`src/rtl/seq_arith_unit.sv`:
```
// seq_arith_unit: multi-cycle unsigned arithmetic unit.
// Single-cycle ADD/SUB/INC/DEC, shift-and-add MUL and restoring DIV
// (WORD_SIZE iterations each), with a start/ready/done handshake.
// Build option: define ARITH_DIV_EN to compile in the divider; without it
// opcode DIV is treated as an illegal opcode.
module seq_arith_unit #(
   parameter int WORD_SIZE    = 19,
   parameter int OPCODE_WIDTH = 5
) (
   input  logic                    clk,
   input  logic                    rst_n,
   input  logic                    start,
   output logic                    ready,
   input  logic [OPCODE_WIDTH-1:0] opcode,
   input  logic [WORD_SIZE-1:0]    operand_1,
   input  logic [WORD_SIZE-1:0]    operand_2,
   output logic [WORD_SIZE-1:0]    result,
   output logic [WORD_SIZE-1:0]    result_hi,
   output logic                    done,
   output logic                    carry,
   output logic                    zero,
   output logic                    ovf,
   output logic                    err
);

   localparam int CNT_W = $clog2(WORD_SIZE);
   localparam logic [CNT_W-1:0] LAST_ITER = CNT_W'(WORD_SIZE - 1);

   localparam logic [OPCODE_WIDTH-1:0] OP_ADD = OPCODE_WIDTH'(0);
   localparam logic [OPCODE_WIDTH-1:0] OP_SUB = OPCODE_WIDTH'(1);
   localparam logic [OPCODE_WIDTH-1:0] OP_MUL = OPCODE_WIDTH'(2);
`ifdef ARITH_DIV_EN
   localparam logic [OPCODE_WIDTH-1:0] OP_DIV = OPCODE_WIDTH'(3);
`endif
   localparam logic [OPCODE_WIDTH-1:0] OP_INC = OPCODE_WIDTH'(4);
   localparam logic [OPCODE_WIDTH-1:0] OP_DEC = OPCODE_WIDTH'(5);

`ifdef ARITH_DIV_EN
   typedef enum logic [1:0] {IDLE, MUL_RUN, DIV_RUN, FINISH} state_t;
`else
   typedef enum logic [1:0] {IDLE, MUL_RUN, FINISH} state_t;
`endif

   state_t                 r_state;
   state_t                 w_state_nx;
   logic                   w_accept;

   // Iterative datapath working registers. r_opr holds the multiplicand
   // (MUL) or divisor (DIV); {r_acc_hi, r_acc_lo} is the shifting
   // product / remainder-quotient pair.
   logic [CNT_W-1:0]       r_cnt;
   logic [WORD_SIZE-1:0]   r_opr;
   logic [WORD_SIZE-1:0]   r_acc_hi;
   logic [WORD_SIZE-1:0]   r_acc_lo;

   // Registered outputs.
   logic [WORD_SIZE-1:0]   r_result;
   logic [WORD_SIZE-1:0]   r_result_hi;
   logic                   r_done;
   logic                   r_carry;
   logic                   r_zero;
   logic                   r_ovf;
   logic                   r_err;

   // Single-cycle results; bit WORD_SIZE of w_alu_wide is carry/borrow.
   logic [WORD_SIZE:0]     w_alu_wide;
   logic [WORD_SIZE-1:0]   w_alu_hi;
   logic                   w_alu_err;

   // One shift-and-add multiply step.
   logic [WORD_SIZE:0]     w_mul_sum;
   logic [WORD_SIZE-1:0]   w_mul_hi_nx;
   logic [WORD_SIZE-1:0]   w_mul_lo_nx;

`ifdef ARITH_DIV_EN
   // One restoring-division step.
   logic [WORD_SIZE:0]     w_div_shift;
   logic [WORD_SIZE+1:0]   w_div_trial;
   logic                   w_div_fit;
   logic [WORD_SIZE-1:0]   w_div_hi_nx;
   logic [WORD_SIZE-1:0]   w_div_lo_nx;
   logic                   w_div_unused;
`endif

   assign w_accept  = start && (r_state == IDLE);
   assign ready     = (r_state == IDLE);
   assign done      = r_done;
   assign result    = r_result;
   assign result_hi = r_result_hi;
   assign carry     = r_carry;
   assign zero      = r_zero;
   assign ovf       = r_ovf;
   assign err       = r_err;

   // State register.
   always_ff @(posedge clk or negedge rst_n) begin
      if (!rst_n) begin
         r_state <= IDLE;
      end else begin
         r_state <= w_state_nx;
      end
   end

   // Next-state: multi-cycle ops iterate, everything else completes at once.
   always_comb begin
      w_state_nx = r_state;
      case (r_state)
         IDLE: begin
            if (start) begin
               if (opcode == OP_MUL) begin
                  w_state_nx = MUL_RUN;
`ifdef ARITH_DIV_EN
               end else if ((opcode == OP_DIV) && (operand_2 != '0)) begin
                  w_state_nx = DIV_RUN;
`endif
               end else begin
                  w_state_nx = FINISH;
               end
            end
         end
         MUL_RUN: begin
            if (r_cnt == LAST_ITER) begin
               w_state_nx = FINISH;
            end
         end
`ifdef ARITH_DIV_EN
         DIV_RUN: begin
            if (r_cnt == LAST_ITER) begin
               w_state_nx = FINISH;
            end
         end
`endif
         FINISH:  w_state_nx = IDLE;
         default: w_state_nx = IDLE;
      endcase
   end

   // Single-cycle ops, evaluated on the live inputs during the accept cycle.
   always_comb begin
      w_alu_wide = '0;
      w_alu_hi   = '0;
      w_alu_err  = 1'b0;
      case (opcode)
         OP_ADD: w_alu_wide = {1'b0, operand_1} + {1'b0, operand_2};
         OP_SUB: w_alu_wide = {1'b0, operand_1} - {1'b0, operand_2};
         OP_INC: w_alu_wide = {1'b0, operand_1} + (WORD_SIZE+1)'(1);
         OP_DEC: w_alu_wide = {1'b0, operand_1} - (WORD_SIZE+1)'(1);
         OP_MUL: w_alu_wide = '0;
`ifdef ARITH_DIV_EN
         // Only reaches completion from here when the divisor is zero.
         OP_DIV: begin
            w_alu_wide = {1'b0, {WORD_SIZE{1'b1}}};
            w_alu_hi   = operand_1;
            w_alu_err  = 1'b1;
         end
`endif
         default: w_alu_err = 1'b1;
      endcase
   end

   // Multiply step: add multiplicand when the multiplier LSB is set, then
   // shift the whole product pair right by one.
   always_comb begin
      w_mul_sum   = {1'b0, r_acc_hi} + (r_acc_lo[0] ? {1'b0, r_opr} : '0);
      w_mul_hi_nx = w_mul_sum[WORD_SIZE:1];
      w_mul_lo_nx = {w_mul_sum[0], r_acc_lo[WORD_SIZE-1:1]};
   end

`ifdef ARITH_DIV_EN
   // Divide step: shift in the next dividend bit, trial-subtract the
   // divisor and restore when the trial goes negative. The remainder is
   // always below the divisor, so the trial's bit WORD_SIZE is never needed.
   always_comb begin
      w_div_shift  = {r_acc_hi, r_acc_lo[WORD_SIZE-1]};
      w_div_trial  = {1'b0, w_div_shift} - {2'b00, r_opr};
      w_div_fit    = ~w_div_trial[WORD_SIZE+1];
      w_div_hi_nx  = w_div_fit ? w_div_trial[WORD_SIZE-1:0] : w_div_shift[WORD_SIZE-1:0];
      w_div_lo_nx  = {r_acc_lo[WORD_SIZE-2:0], w_div_fit};
      w_div_unused = w_div_trial[WORD_SIZE];
   end
`endif

   // Iterative datapath: capture operands on accept, then step once per cycle.
   always_ff @(posedge clk) begin
      if (w_accept) begin
         r_cnt    <= '0;
         r_acc_hi <= '0;
`ifdef ARITH_DIV_EN
         if (opcode == OP_DIV) begin
            r_acc_lo <= operand_1;
            r_opr    <= operand_2;
         end else begin
            r_acc_lo <= operand_2;
            r_opr    <= operand_1;
         end
`else
         r_acc_lo <= operand_2;
         r_opr    <= operand_1;
`endif
      end else if (r_state == MUL_RUN) begin
         r_cnt    <= r_cnt + CNT_W'(1);
         r_acc_hi <= w_mul_hi_nx;
         r_acc_lo <= w_mul_lo_nx;
      end
`ifdef ARITH_DIV_EN
      else if (r_state == DIV_RUN) begin
         r_cnt    <= r_cnt + CNT_W'(1);
         r_acc_hi <= w_div_hi_nx;
         r_acc_lo <= w_div_lo_nx;
      end
`endif
   end

   // Outputs only change on the edge that raises done, so they hold between dones.
   always_ff @(posedge clk or negedge rst_n) begin
      if (!rst_n) begin
         r_result    <= '0;
         r_result_hi <= '0;
         r_done      <= 1'b0;
         r_carry     <= 1'b0;
         r_zero      <= 1'b0;
         r_ovf       <= 1'b0;
         r_err       <= 1'b0;
      end else begin
         r_done <= 1'b0;
         if (w_accept && (w_state_nx == FINISH)) begin
            r_result    <= w_alu_wide[WORD_SIZE-1:0];
            r_result_hi <= w_alu_hi;
            r_carry     <= w_alu_wide[WORD_SIZE];
            r_zero      <= (w_alu_wide[WORD_SIZE-1:0] == '0);
            r_ovf       <= 1'b0;
            r_err       <= w_alu_err;
            r_done      <= 1'b1;
         end else if ((r_state == MUL_RUN) && (r_cnt == LAST_ITER)) begin
            r_result    <= w_mul_lo_nx;
            r_result_hi <= w_mul_hi_nx;
            r_carry     <= 1'b0;
            r_zero      <= (w_mul_lo_nx == '0);
            r_ovf       <= (w_mul_hi_nx != '0);
            r_err       <= 1'b0;
            r_done      <= 1'b1;
         end
`ifdef ARITH_DIV_EN
         else if ((r_state == DIV_RUN) && (r_cnt == LAST_ITER)) begin
            r_result    <= w_div_lo_nx;
            r_result_hi <= w_div_hi_nx;
            r_carry     <= 1'b0;
            r_zero      <= (w_div_lo_nx == '0);
            r_ovf       <= 1'b0;
            r_err       <= 1'b0;
            r_done      <= 1'b1;
         end
`endif
      end
   end

endmodule

```
`config.mk`:
```
export PLATFORM = sky130hd
export DESIGN_NAME = seq_arith_unit
export DESIGN_NICKNAME = d
export VERILOG_FILES = /design/src/rtl/seq_arith_unit.sv
export SDC_FILE = /design/constraint.sdc
export NUM_CORES = 1
export LEC_CHECK = 0
export CAP_MARGIN = 10
export CORE_MARGIN = 2
export CORE_UTILIZATION = 45
export DETAILED_ROUTE_END_ITERATION = 16
export GPL_ROUTABILITY_DRIVEN = 1
export PLACE_DENSITY = 0.72
export RECOVER_POWER = 50
export SETUP_SLACK_MARGIN = 0.02
export SKIP_LAST_GASP = 1
export SYNTH_ARGS = -nofsm -noshare
export SYNTH_HDL_FRONTEND = slang
export SYNTH_SLANG_ARGS = --single-unit
```
`constraint.sdc`:
```
create_clock -name clk -period 8.37 [get_ports clk]
set_input_delay 2.511 -clock clk [delete_from_list [all_inputs] [get_ports clk]]
set_output_delay 2.511 -clock clk [all_outputs]
set_load 0.01 [all_outputs]
```
==> run_results.csv <==
group,metric,value,unit
outcome,status,"complete, but fails checks",
outcome,violations,"capacitance limit, slew limit",
synth,netlist_area,6610,um^2
place,dpl.hpwl,13.9,mm
layout,n_antenna_cell,0,
clocking,cts-root-buf,"clkbuf_16",
synth,synth_top_area_share,0.173,
timing,rsz0062_at_grt,"no",
worst_hold_path,hold_depth,2,
power_and_ir_drop,power.density,167,nW/um^2
synth,synth_area_leaders,"edfxtp_1 17%, dfrtp_1 17%, ha_1 7.8%, dfxtp_1 7.3%, o21ai_0 4.2%",
layout,fin_util,0.550,
layout,syn_to_final_growth,19.9,%
timing,setup_viol,0,
floorplan,die_h,125,um
synth,yosys.area.top_type,"edfxtp_1",
timing,fin_tns_setup,0,ns
clocking,ctsHoldBuffers,0,
layout,nNetsFinal,862,
place,finalWeightedCongestion,0.903,
synth,synth.most_common_cell,"nand2_1",
floorplan,core,14400,um^2
place,dp_cells,945,
floorplan,die_w,125,um
run,cap_violations,1,
floorplan,start_util,0.458,
clocking,post_cts_resized,0,
routing,vias_per_cell,5.96,
clocking,cts_setup_buffers,0,
timing,hold_violations,0,
synth,synth_cell_types,66,
clocking,cts_buffers,9,
clocking,cts_max_path_buffers,2,
setup_path,r2r-end,"ovf",
setup_path,worstRegToRegCells,13,
timing,slew_viol_final,29,
global_route,grt_pass1_vias,5689,
synth,ys_top_cells_by_count,"74 x nand2_1, 56 x o21ai_0, 50 x a21oi_1, 45 x dfrtp_1, 41 x ha_1",
timing,period_needed,6.49,ns
setup_path,cp_data_arrival_time,6.76,ns
place,dp_worst_setup_slack,1.53,ns
power_and_ir_drop,irDropWorstVdd,0.0949,mV
floorplan,die_area,15700,um^2
routing,drt-wirelength-per-cell,19.6,um
synth,synth_edf_count,38,
worst_hold_path,hp-start,"r_acc_hi[0]",
timing,worst_slack,1.88,ns
routing,vias,5731,
clocking,htree_levels,3,
layout,drive_above_1_share,0.0707,
floorplan,boundaryPins,90,
setup_path,path_max_fanout,28,
timing,relSlewSlack,-0.0450,
global_route,grt_pass1_wl,30.5,mm
synth,syn-instance-count,702,
setup_path,max_stage_delay,0.54,ns
setup_path,worstPathRequired,8.64,ns
synth,seq_area_frac_synth,0.416,
power_and_ir_drop,p_leak,0.00325,uW
setup_path,path_cells,"clkdlybuf4s50_1 > nor3_1 > buf_4 > nand2_1 > nor2_1 > a21oi_1 > a2bb2oi_1 > ha_1 > or2_2 > a21oi_1 > a31oi_1 > a41oi_2 > o211ai_1 > o211ai_1 > xnor2_1 > o31a_1 > o31ai_2",
timing,fin_crit_sh,0.776,
routing,drc,0,
routing,first_pass_iters,5,
synth,ys_ff_latch,107,
clocking,cts_num_sinks,107,
global_route,grt-ovfl-total,0,
clocking,cts_tree,"done",
worst_hold_path,hold_end,"r_acc_hi[0]",
routing,wl,18.8,mm
clocking,insertion_delay,0.36,ns
synth,async_flop_share,0.421,
timing,clock_skew,0.00901,ns
synth,synth_ff_type,"dfrtp_1",
setup_path,crit_type,"in2reg",
synth,synthesis.nets,791,
floorplan,num_rows,44,
layout,fin_cells,962,
routing,drt_iter0_drc,416,
routing,ant_nets,0,
global_route,grt_max_degree,57,
synth,postSynthAreaPerCell,9.42,um^2
clocking,clkTransAtPathRegs,0.07,ns
setup_path,r2r_slack,4.99,ns
setup_path,rr_startpoint,"r_acc_lo[0]",
setup_path,worstSetupEndpointType,"register",
worst_hold_path,hold_path_class,"reg2reg",
setup_path,cp_slowest_cell,"nand2_1",
synth,yosysWarnings,0,
place,numPortBuffers,89,
timing,fmax,154,MHz
global_route,antenna_found_initial,0,
setup_path,worst_setup_path_start_kind,"input pin",
global_route,track_usage,0.245,
power_and_ir_drop,finalPower,1330,uW
timing,tightest_slew,1.57,ns
-- per-layer routing --
layer / GRT usage / part of all wire
met3: 0.0342 / 0.059
met5: 0 / 0
met1: 0.325 / 0.43
met4: 0.0856 / 0.022
met2: 0.414 / 0.49
-- sequential cells by signal (all words and copies together) (netlist names) --
signal	cells
r_acc_lo	19
result_hi	19
zero	1
ovf	1
r_cnt	5
r_state	2
r_acc_hi	19
done	1
err	1
carry	1
r_opr	19
result	19
-- through the flow --
stage,area [um^2],hold WS (ns)
2_1_floorplan,6610,0.432
3_3_place_gp,7640,0.445
3_5_place_dp,7640,0.455
4_1_cts,7930,0.473
5_1_grt,7930,0.486
6_report,7930,0.471
-- cells by family after synthesis --
family,after synthesis,share of synthesized area
and+or+nand+nor,221,0.166
AOI/OAI and AO/OA,213,0.210
DFF,107,0.416
buffers and inverters,51,0.0289
xor gates and xnor gates,47,0.0623
adders and majority gates,43,0.0836
muxes,20,0.0341
-- final cells by class --
type,count,area (um^2)
Multi-Input combinational cell,544,3690
Fill cell,1284,6490
Clock buffer,9,225
Clock inverter,7,58.8
Timing Repair Buffer,93,911
Sequential cell,107,2750
Tap cell,184,230
Inverter,18,67.6
-- report_power, final --
part | total, uW | internal, uW | switching [uW]
Clock | 428 | 228 | 200
Sequential | 597 | 576 | 20.7
Combinational | 301 | 128 | 173
Total | 1330 | 933 | 393
-- worst max-delay path: cells and delay by family --
family	cells	cell delay [ns]
simple gates	4	1.48
compound gates	9	1.60
fa+ha+maj	1	0.37
xor+xnor	1	0.13
buf+inv	2	0.66
-- how the worst max path moves through the flow --
stage / from / to / slack (ns) / cells after the start
final: opcode[1] / zero / 1.88 / 17
after detailed placement: opcode[1] / zero / 1.53 / 17
after floorplan: opcode[1] / zero / 2.69 / 15
after global placement: opcode[1] / zero / 1.67 / 17
after global routing: opcode[1] / zero / 1.55 / 17
after CTS: opcode[1] / zero / 1.91 / 17
-- placed cells by master, fill, tap and decap left out, drive strengths merged, types with 21 or more instances in the layout --
cell           count
xor2              23
o21ai             59
nor2              36
edfxtp            38
nand2             74
dfrtp             45
dfxtp             24
nand3             21
a21oi             51
ha                41
clkdlybuf4s50     47
dlygate4sd3       41
xnor2             24
Power figures use the tool's default switching activity.
==> RTL edit, RTL diff (same settings) <==
Put one more register stage on the output `err`, cleared by the reset. The value now appears one clock later. The other outputs are not delayed to match.
--- a/src/rtl/seq_arith_unit.sv
+++ b/src/rtl/seq_arith_unit.sv
@@ -91,5 +91,11 @@
    assign zero      = r_zero;
    assign ovf       = r_ovf;
-   assign err       = r_err;
+   always_ff @(posedge clk or negedge rst_n) begin
+      if (!rst_n) begin
+         err <= '0;
+      end else begin
+         err <= r_err;
+      end
+   end
 
    // State register.
Function: changed (Yosys sat finds a counterexample within 4 cycles, from zero or initial values and one cycle with rst_n low).
==> RTL edit against the original RTL <==
- the run still ends with capacitance limit, slew limit left
- area after synthesis up 1.9%
- setup slack lost 0.38 ns
- design area increased by 2.2%
- non-clock buffer count is 6 higher
- count of clock-buffer cells in the layout unchanged
- sequential cell count grew 1
- wire length increased by 2.5%
- first-iteration DRC count up 39%
- sequential power rose by 3%
- power rose by 2.7%
- critical path type unchanged
==> RTL edit: results (changes against the original RTL) <==
GR Layer Usage met2=0.402 (-0.0120); critical path peak fanout=7 (-75%); Routed WL=19300 µm (+2.5%); top layer in use=met4; GR Util met1=0.320 (-0.00534); first-pass GRT wire length=30600 µm (+0.50%); Vias/cell=5.93 (-0.38%); Fin Hold WS=0.386 ns (-0.0852 ns); share of layout cells above drive strength 1=0.0451 (-0.0256); Final Max Tran Viols=80 (+180%); H-tree depth=3 (unchanged); RR Startpoint=r_state[1]$_DFF_PN0_; leakage=3.51 nW (+8.1%); Endpoint, Worst Hold=err$_DFF_PN0_; # fillers=1332 (+3.7%); placed inst area=7820 µm² (+2.3%); met3 GRT Util=0.0434 (+0.00921); Inst Count DP=1011 (+7.0%); synth unique cells=65 (-1.5%); RePlAce Congestion=0.960 (+6.3%); worst clock skew=0.00826 ns (-0.000752 ns); fraction of registers with async set/reset=0.426 (+0.00537); met1 wire length=8240 µm (+1.8%); DR iter-0 viols=577 (+39%); Worst path max stage delay=0.45 ns (-0.09 ns); register-to-register setup slack=4.48 ns (-0.51 ns); Pre-Repair DR Iteration Count=6 (+1); post-synthesis sequential area ratio=0.411 (-0.00415); failing checks=capacitance limit, slew limit; Slew @ Worst Pin=2.49 ns (+0.923 ns); Global Route Usage Sum=0.244 (-0.00133); number of global-route vias before repair=5722 (+0.58%); status=complete, but fails checks; hold_buf cts=0 (unchanged); FF-to-FF path depth=7 (-6); metal2 WL=9300 µm (+0.94%); worst setup path start=operand_2[0]; Synth top cells by count=nand2_1, o21ai_0, nor2_1; slowest CP cell=or4_4; RR Endpoint=result[1]$_DFFE_PN0P_; largest net degree at the start of global routing=47 (-18%); Hold Path Depth=0 (-2); met3 WL=1170 µm (+6.3%); Critical Path AT=7.12 ns (+0.36 ns); syn_nets=847 (+7.1%); hold_sp=r_err$_DFFE_PN0P_; Maximum Capacitance Violations=2 (+1); Area contributors post-synth=dfrtp_1, edfxtp_1, ha_1; Final HPWL DP=14900 µm (+7.1%); # Post-CTS Setup Buffers=0 (unchanged); Synth Instances=758 (+8.0%); Final nets=927 (+7.5%); maximum VDD drop=126 µV (+33%); drt wl/cell=18.8 µm (-4.0%)
RTL edit: cell type report:
class	instances	area [µm²]	area share
multi-input cells	602	3790	0.468
repair buffers	99	956	0.118
clock inverters	7	58.8	0.00726
well taps	184	230	0.0284
inverters	18	67.6	0.00834
flip-flops and latches	108	2770	0.342
clock buffers	9	225	0.0278
RTL edit: power by group:
| group | internal (mW) | leakage (nW) | switching, mW |
|---|---|---|---|
| Sequential | 0.587 | 1.18 | 0.0255 |
| Combinational | 0.134 | 2.19 | 0.201 |
| Clock | 0.207 | 0.140 | 0.207 |
| Total | 0.928 | 3.51 | 0.434 |
RTL edit: cells by family after synthesis:
logic type               count (synthesis)  synth area share
AND/OR/NAND/NOR                        312             0.226
buffers and inverters                   48            0.0267
multiplexers                             3           0.00446
XOR/XNOR                                31            0.0403
flip-flops                             108             0.411
AO/OA/AOI/OAI                          213             0.209
adder cells (fa/ha/maj)                 43            0.0820
